[src/rtl/w2b_pkg.sv]
// Shared constants and types for the word-to-byte FIFO.
//   WORD_W        : width of a written word
//   BYTE_W        : width of a read byte
//   DEFAULT_DEPTH : default word capacity
//   phase_e       : which half of the head word the next read returns
package w2b_pkg;

  localparam int unsigned WORD_W        = 16;
  localparam int unsigned BYTE_W        = 8;
  localparam int unsigned DEFAULT_DEPTH = 16;

  typedef enum logic {
    PH_HIGH = 1'b0,
    PH_LOW  = 1'b1
  } phase_e;

endpackage

[src/rtl/w2b_ram.sv]
// Word storage: simple dual-port RAM, synchronous write, combinational read.
//   clk     : clock
//   we_i    : write enable
//   waddr_i : write address
//   wdata_i : write word
//   raddr_i : read address
//   rdata_c : word at raddr_i (combinational)
module w2b_ram
  import w2b_pkg::*;
#(
  parameter int unsigned DEPTH = DEFAULT_DEPTH
) (
  input  logic                     clk,
  input  logic                     we_i,
  input  logic [$clog2(DEPTH)-1:0] waddr_i,
  input  logic [WORD_W-1:0]        wdata_i,
  input  logic [$clog2(DEPTH)-1:0] raddr_i,
  output logic [WORD_W-1:0]        rdata_c
);

  logic [WORD_W-1:0] mem_q [DEPTH];

  // Contents are not reset; validity is tracked by the controller's pointers.
  always_ff @(posedge clk) begin
    if (we_i) begin
      mem_q[waddr_i] <= wdata_i;
    end
  end

  assign rdata_c = mem_q[raddr_i];

endmodule

[src/rtl/word_to_byte_fifo.sv]
// FIFO that accepts 16-bit words and returns them as bytes, high byte first.
// Optional feature macro: W2B_ALMOST_FLAGS_EN adds almost_full_flag_o and
// almost_empty_flag_o (thresholds AF in words, AE in bytes).
//   clk                 : clock
//   rst_n               : synchronous active-low reset
//   di_i                : write word
//   we_i                : write enable (ignored while full)
//   re_i                : read enable, one byte per accepted read (ignored while empty)
//   do_o                : last byte read, held until the next accepted read
//   empty_flag_o        : no unread bytes stored
//   full_flag_o         : DEPTH words occupied
//   almost_full_flag_o  : word count >= AF           (W2B_ALMOST_FLAGS_EN only)
//   almost_empty_flag_o : remaining bytes <= AE      (W2B_ALMOST_FLAGS_EN only)
module word_to_byte_fifo
  import w2b_pkg::*;
#(
  parameter int unsigned DEPTH = DEFAULT_DEPTH,
  parameter int unsigned AF    = DEPTH - 2,
  parameter int unsigned AE    = 2
) (
  input  logic              clk,
  input  logic              rst_n,
  input  logic [WORD_W-1:0] di_i,
  input  logic              we_i,
  input  logic              re_i,
  output logic [BYTE_W-1:0] do_o,
  output logic              empty_flag_o,
`ifdef W2B_ALMOST_FLAGS_EN
  output logic              almost_full_flag_o,
  output logic              almost_empty_flag_o,
`endif
  output logic              full_flag_o
);

  localparam int unsigned PTR_W = $clog2(DEPTH);
  localparam int unsigned CNT_W = PTR_W + 1;

  // Reject unsupported configurations at elaboration.
  if ((DEPTH & (DEPTH - 1)) != 0 || DEPTH < 4 || DEPTH > 1024 ||
      AF > DEPTH || AE > 2 * DEPTH) begin : g_bad_params
    $error("word_to_byte_fifo: unsupported DEPTH/AF/AE");
  end

  logic [PTR_W-1:0]  wptr_q, wptr_d;
  logic [PTR_W-1:0]  rptr_q, rptr_d;
  logic [CNT_W-1:0]  count_q, count_d;
  phase_e            phase_q, phase_d;
  logic [BYTE_W-1:0] do_q, do_d;
  logic              empty_q, empty_d;
  logic              full_q, full_d;
  logic [WORD_W-1:0] rdata_c;
  logic              wr_ok_c, rd_ok_c, rd_low_c;

  // Acceptance uses the registered flags, so a full write stays dropped even
  // when the same cycle frees a slot.
  assign wr_ok_c  = we_i & ~full_q;
  assign rd_ok_c  = re_i & ~empty_q;
  assign rd_low_c = rd_ok_c & (phase_q == PH_LOW);

  w2b_ram #(
    .DEPTH (DEPTH)
  ) u_ram (
    .clk     (clk),
    .we_i    (wr_ok_c),
    .waddr_i (wptr_q),
    .wdata_i (di_i),
    .raddr_i (rptr_q),
    .rdata_c (rdata_c)
  );

  // Next-state: pointers, phase, occupancy, output byte and flags.
  always_comb begin
    wptr_d  = wptr_q;
    rptr_d  = rptr_q;
    count_d = count_q;
    phase_d = phase_q;
    do_d    = do_q;

    if (wr_ok_c) begin
      wptr_d = wptr_q + PTR_W'(1);
    end

    if (rd_ok_c) begin
      do_d    = (phase_q == PH_HIGH) ? rdata_c[WORD_W-1:BYTE_W] : rdata_c[BYTE_W-1:0];
      phase_d = (phase_q == PH_HIGH) ? PH_LOW : PH_HIGH;
    end

    // Slot is released only once its low byte has been consumed.
    if (rd_low_c) begin
      rptr_d = rptr_q + PTR_W'(1);
    end

    unique case ({wr_ok_c, rd_low_c})
      2'b10:   count_d = count_q + CNT_W'(1);
      2'b01:   count_d = count_q - CNT_W'(1);
      default: count_d = count_q;
    endcase

    empty_d = (count_d == CNT_W'(0));
    full_d  = (count_d == CNT_W'(DEPTH));
  end

`ifdef W2B_ALMOST_FLAGS_EN
  logic              afull_q, afull_d;
  logic              aempty_q, aempty_d;
  logic [CNT_W:0]    bytes_c;

  // Bytes left: two per stored word, minus the high byte already taken.
  always_comb begin
    bytes_c  = {count_d, 1'b0} - (CNT_W + 1)'(phase_d == PH_LOW);
    afull_d  = (count_d >= CNT_W'(AF));
    aempty_d = (bytes_c <= (CNT_W + 1)'(AE));
  end

  always_ff @(posedge clk) begin
    if (!rst_n) begin
      afull_q  <= 1'b0;
      aempty_q <= 1'b1;
    end else begin
      afull_q  <= afull_d;
      aempty_q <= aempty_d;
    end
  end

  assign almost_full_flag_o  = afull_q;
  assign almost_empty_flag_o = aempty_q;
`endif

  // State registers.
  always_ff @(posedge clk) begin
    if (!rst_n) begin
      wptr_q  <= '0;
      rptr_q  <= '0;
      count_q <= '0;
      phase_q <= PH_HIGH;
      do_q    <= '0;
      empty_q <= 1'b1;
      full_q  <= 1'b0;
    end else begin
      wptr_q  <= wptr_d;
      rptr_q  <= rptr_d;
      count_q <= count_d;
      phase_q <= phase_d;
      do_q    <= do_d;
      empty_q <= empty_d;
      full_q  <= full_d;
    end
  end

  assign do_o         = do_q;
  assign empty_flag_o = empty_q;
  assign full_flag_o  = full_q;

endmodule

[config.mk]
export PLATFORM = sky130hd
export DESIGN_NAME = word_to_byte_fifo
export DESIGN_NICKNAME = d
export VERILOG_FILES = /design/src/rtl/w2b_pkg.sv /design/src/rtl/w2b_ram.sv /design/src/rtl/word_to_byte_fifo.sv
export SDC_FILE = /design/constraint.sdc
export NUM_CORES = 1
export LEC_CHECK = 0
export CAP_MARGIN = 20
export CORE_ASPECT_RATIO = 0.8
export CORE_MARGIN = 5
export CORE_UTILIZATION = 40
export CTS_CLUSTER_SIZE = 16
export DETAILED_ROUTE_END_ITERATION = 12
export GPL_ROUTABILITY_DRIVEN = 0
export SETUP_SLACK_MARGIN = 0.2
export SLEW_MARGIN = 20
export SYNTH_ARGS = -nofsm -noshare
export SYNTH_HDL_FRONTEND = slang
export SYNTH_SLANG_ARGS = --single-unit
[constraint.sdc]
create_clock -name clk -period 3.2 [get_ports clk]
set_clock_uncertainty 0.2 [all_clocks]
set_input_delay 0.8 -clock clk [delete_from_list [all_inputs] [get_ports clk]]
set_output_delay 0.8 -clock clk [all_outputs]
set_load 0.01 [all_outputs]
==> impl_metrics.csv <==
group,metric,value,unit
status,status,"completed",
critical_path,crit_required,3.48,ns
timing,timing.fmax,348,MHz
timing,drv_slew,0,
global_routing,grt_pass1_vias,6029,
global_routing,grt.met1_usage,24.1,%
clock_network,cts_tree,"done",
final_layout,layout.nets,730,
pwr,comb_power_share,3.6,%
global_routing,grt_max_degree,38,
logic_synthesis,syn_avg_cell_area,18.0,um^2
timing,finalCritPeriodShare,89.8,%
logic_synthesis,ys_ff_latch,284,
timing,hold_viol,0,
placement,numPortBuffers,29,
clock_network,root_buffer,"clkbuf_16",
global_routing,grt_usage,16.0,%
clock_network,worstSkewPairLatency,0.54,ns
critical_path,path_cells,"clkdlybuf4s50_1, nand3b_2, nor2_2, xor2_1, ha_1, a21o_1, and3_4, or4_1, o311a_1, and4bb_1",
routing,antenna_left,0,
floorplan,die_w,197,um
final_layout,final_core_util,48.6,%
routing,routedWlPerCell,23.1,um
global_routing,antenna_found_initial,0,
pwr,clkPwrFrac,43.1,%
hold_path,min_from,"rptr_q[1]",
critical_path,max_stage_delay,0.51,ns
logic_synthesis,synth-async-reset-ratio,0,%
pwr,p_int,6.21,mW
logic_synthesis,synth-edff-count,256,
logic_synthesis,seq_area_frac_synth,73.4,%
final_layout,fin_cells,1089,
pwr,power.share.sequential,53.4,%
timing,rsz0062_at_grt,"false",
critical_path,crit_path_end_kind,"register",
placement,place_area,12400,um^2
final_layout,synthToLayoutAreaGrowth,18.9,%
logic_synthesis,ys_warn_count,0,
floorplan,start_util,40.9,%
placement,hpwl,15.7,mm
job,drv_cap,0,
floorplan,coreArea,27500,um^2
global_routing,met3_usage,2.59,%
global_routing,grt_pass1_wl,38.1,mm
critical_path,crit_path_top_delay_cell,"or4_1",
clock_network,cts_htree_levels,1,
critical_path,cp-start-kind,"input port",
pwr,leakage,4.25,nW
placement,dp.cells,1038,
placement,dp_slack,-0.230,ns
critical_path,crit_family,"simple AND/OR/NAND/NOR gates",
pwr,ir_worst_vdd,0.476,mV
clock_network,cts_hold_buf,0,
critical_path,r2r_slack,0.64,ns
floorplan,io_pins,30,
critical_path,worst-setup-path-type,"input port to register",
routing,vias_per_cell,5.44,
timing,worst_pin_slew,0.682,ns
pwr,switching_share,19.4,%
final_layout,n_fill_cell,2265,
floorplan,row_count,54,
routing,remaining_drc_errors,0,
clock_network,clk_pin_slew,0.06,ns
clock_network,clkSinkCount,284,
hold_path,hp-class,"register to register",
routing,vias,5921,
logic_synthesis,ys_top_cells_by_area,"edfxtp_1 (68%), mux4_2 (7.2%), mux2i_1 (5.3%)",
floorplan,fp.dieH,160,um
global_routing,top_usage_layer,"met2",
logic_synthesis,netlist_area,11200,um^2
timing,hold_slack,0.319,ns
final_layout,drive_above_1_share,23.9,%
critical_path,reg2reg_from,"empty_flag_o",
routing,first_iter_violations,424,
critical_path,worstPathMaxFanout,2,
timing,fin_ws,0.326,ns
pwr,p_per_area,576,nW/um^2
clock_network,numCtsBuffers,27,
global_routing,use_met2,24.6,%
routing,wl,25.1,mm
logic_synthesis,syn-num-nets,651,
critical_path,timing.critical_path.buf_inv,1,
logic_synthesis,synth_top_cell_area_share,68.4,%
pwr,p_switching,1.50,mW
logic_synthesis,synth_cell_type_count,50,
timing,slew-limit-headroom,54.3,%
logic_synthesis,syn_inst,624,
floorplan,design.die.area,31600,um^2
routing,drt_pass1_iterations,5,
critical_path,critical_path_arrival,3.15,ns
critical_path,crit_start,"re_i",
timing,post-route-min-period,2.87,ns
logic_synthesis,yosysTopAreaCell,"edfxtp_1",
final_layout,fin_area,13400,um^2
global_routing,overflow,0,
timing,setup_viol,0,
logic_synthesis,synth_ff_type,"edfxtp_1",
clock_network,clock_path_buffers,3,
power groups by stage:
stage          clock network [mW]  logic (mW)  registers [mW]
6_report                     3.32       0.275            4.11
5_1_grt                      3.57       0.299            4.12
4_1_cts                      3.40       0.277            4.11
3_5_place_dp                    0       0.276            4.19
3_3_place_gp                    0       0.266            4.19
2_1_floorplan                   0       0.121            4.19
cell type report:
| class | instances | area [um^2] | area share, % |
|---|---|---|---|
| flip-flops and latches | 284 | 8250 | 61.7 |
| multi-input cells | 302 | 2850 | 21.3 |
| repair buffers | 84 | 853 | 6.38 |
| clock buffers | 38 | 777 | 5.81 |
| well taps | 364 | 455 | 3.41 |
| clock inverters | 12 | 163 | 1.22 |
| inverters | 4 | 17.5 | 0.131 |
| diodes | 1 | 2.50 | 0.0187 |
cells in the mapped netlist, types with 8 or more instances:
master,number
nor2b_1,8
nand2_1,24
dfxtp_1,28
nor3_1,9
a21oi_1,10
mux2i_1,59
buf_2,8
and2_1,12
mux4_2,36
a22oi_1,18
edfxtp_1,256
nand2b_1,8
buf_4,11
mux2_2,12
clkbuf_1,10
nor2_1,25
a211oi_1,10
worst register-to-register path: stages (launching register included):
cell,delay [ns]
dfxtp_1,0.33
nand3b_2,0.23
nor2_2,0.16
xor2_1,0.09
ha_1,0.21
a21o_1,0.18
and3_4,0.18
or4_1,0.51
o311a_1,0.14
and4bb_1,0.27
final timing paths:
| kind | endpoint | depth (start not counted) |
|---|---|---|
| setup / recovery | full_flag_o | 10 |
| hold / removal | rptr_q[1] | 2 |
| hold reg to reg | rptr_q[1] | 2 |
| setup reg to reg | full_flag_o | 9 |
layout by cell type (no fill, tap or decap), types with 5 or more instances in the layout:
cell type          n
edfxtp_1         256
mux2i_1           59
buf_4             43
mux4_2            36
clkdlybuf4s50_1   29
clkbuf_16         27
dfxtp_1           25
nand2_1           24
a22oi_1           18
nor2_2            13
and2_1            12
nor2_1            12
mux2_2            12
buf_12            12
a21oi_1           10
a211oi_1          10
nand2b_1           8
nor2b_1            8
o31ai_1            7
o31a_1             7
ha_1               7
o22ai_1            6
clkbuf_8           6
a21boi_0           5
xnor2_1            5
nor3_1             5
clkbuf_1           5
repair_timing:
| item | CTS | global route |
|---|---|---|
| endpoints found under the setup margin | 0 | 3 |
| setup buffers | 0 | 0 |
| resized for setup | 0 | 2 |
stage by stage:
step,setup TNS [ns],power (mW)
global route,0,7.98
global placement,-0.183,4.46
floorplan,0,4.31
CTS,0,7.79
finish,0,7.71
detailed placement,-0.532,4.47
metal layers:
| metal | vias to the layer above | share of wire [%] |
|---|---|---|
| met1 | 3066 | 48 |
| met4 | 0 | 2.0 |
| met2 | 165 | 45 |
| met3 | 39 | 5.2 |
| li1 | 2651 | - |
| met5 | - | 0 |
registers in the layout (all words and copies together), names as in the netlist, named ones only:
name          cells
wptr_q            4
phase_q           1
full_flag_o       1
u_ram.mem_q     256
empty_flag_o      1
count_q           5
do_o              8
rptr_q            4
cells by family after synthesis:
kind of cell               synth area share (%)
buffers and inverters                      1.81
and+or+nand+nor                            4.63
muxes                                      13.7
DFF                                        73.4
xor gates and xnor gates                  0.701
adders and majority gates                 0.779
AOI/OAI and AO/OA                          5.06
Power figures use the tool's default switching activity.
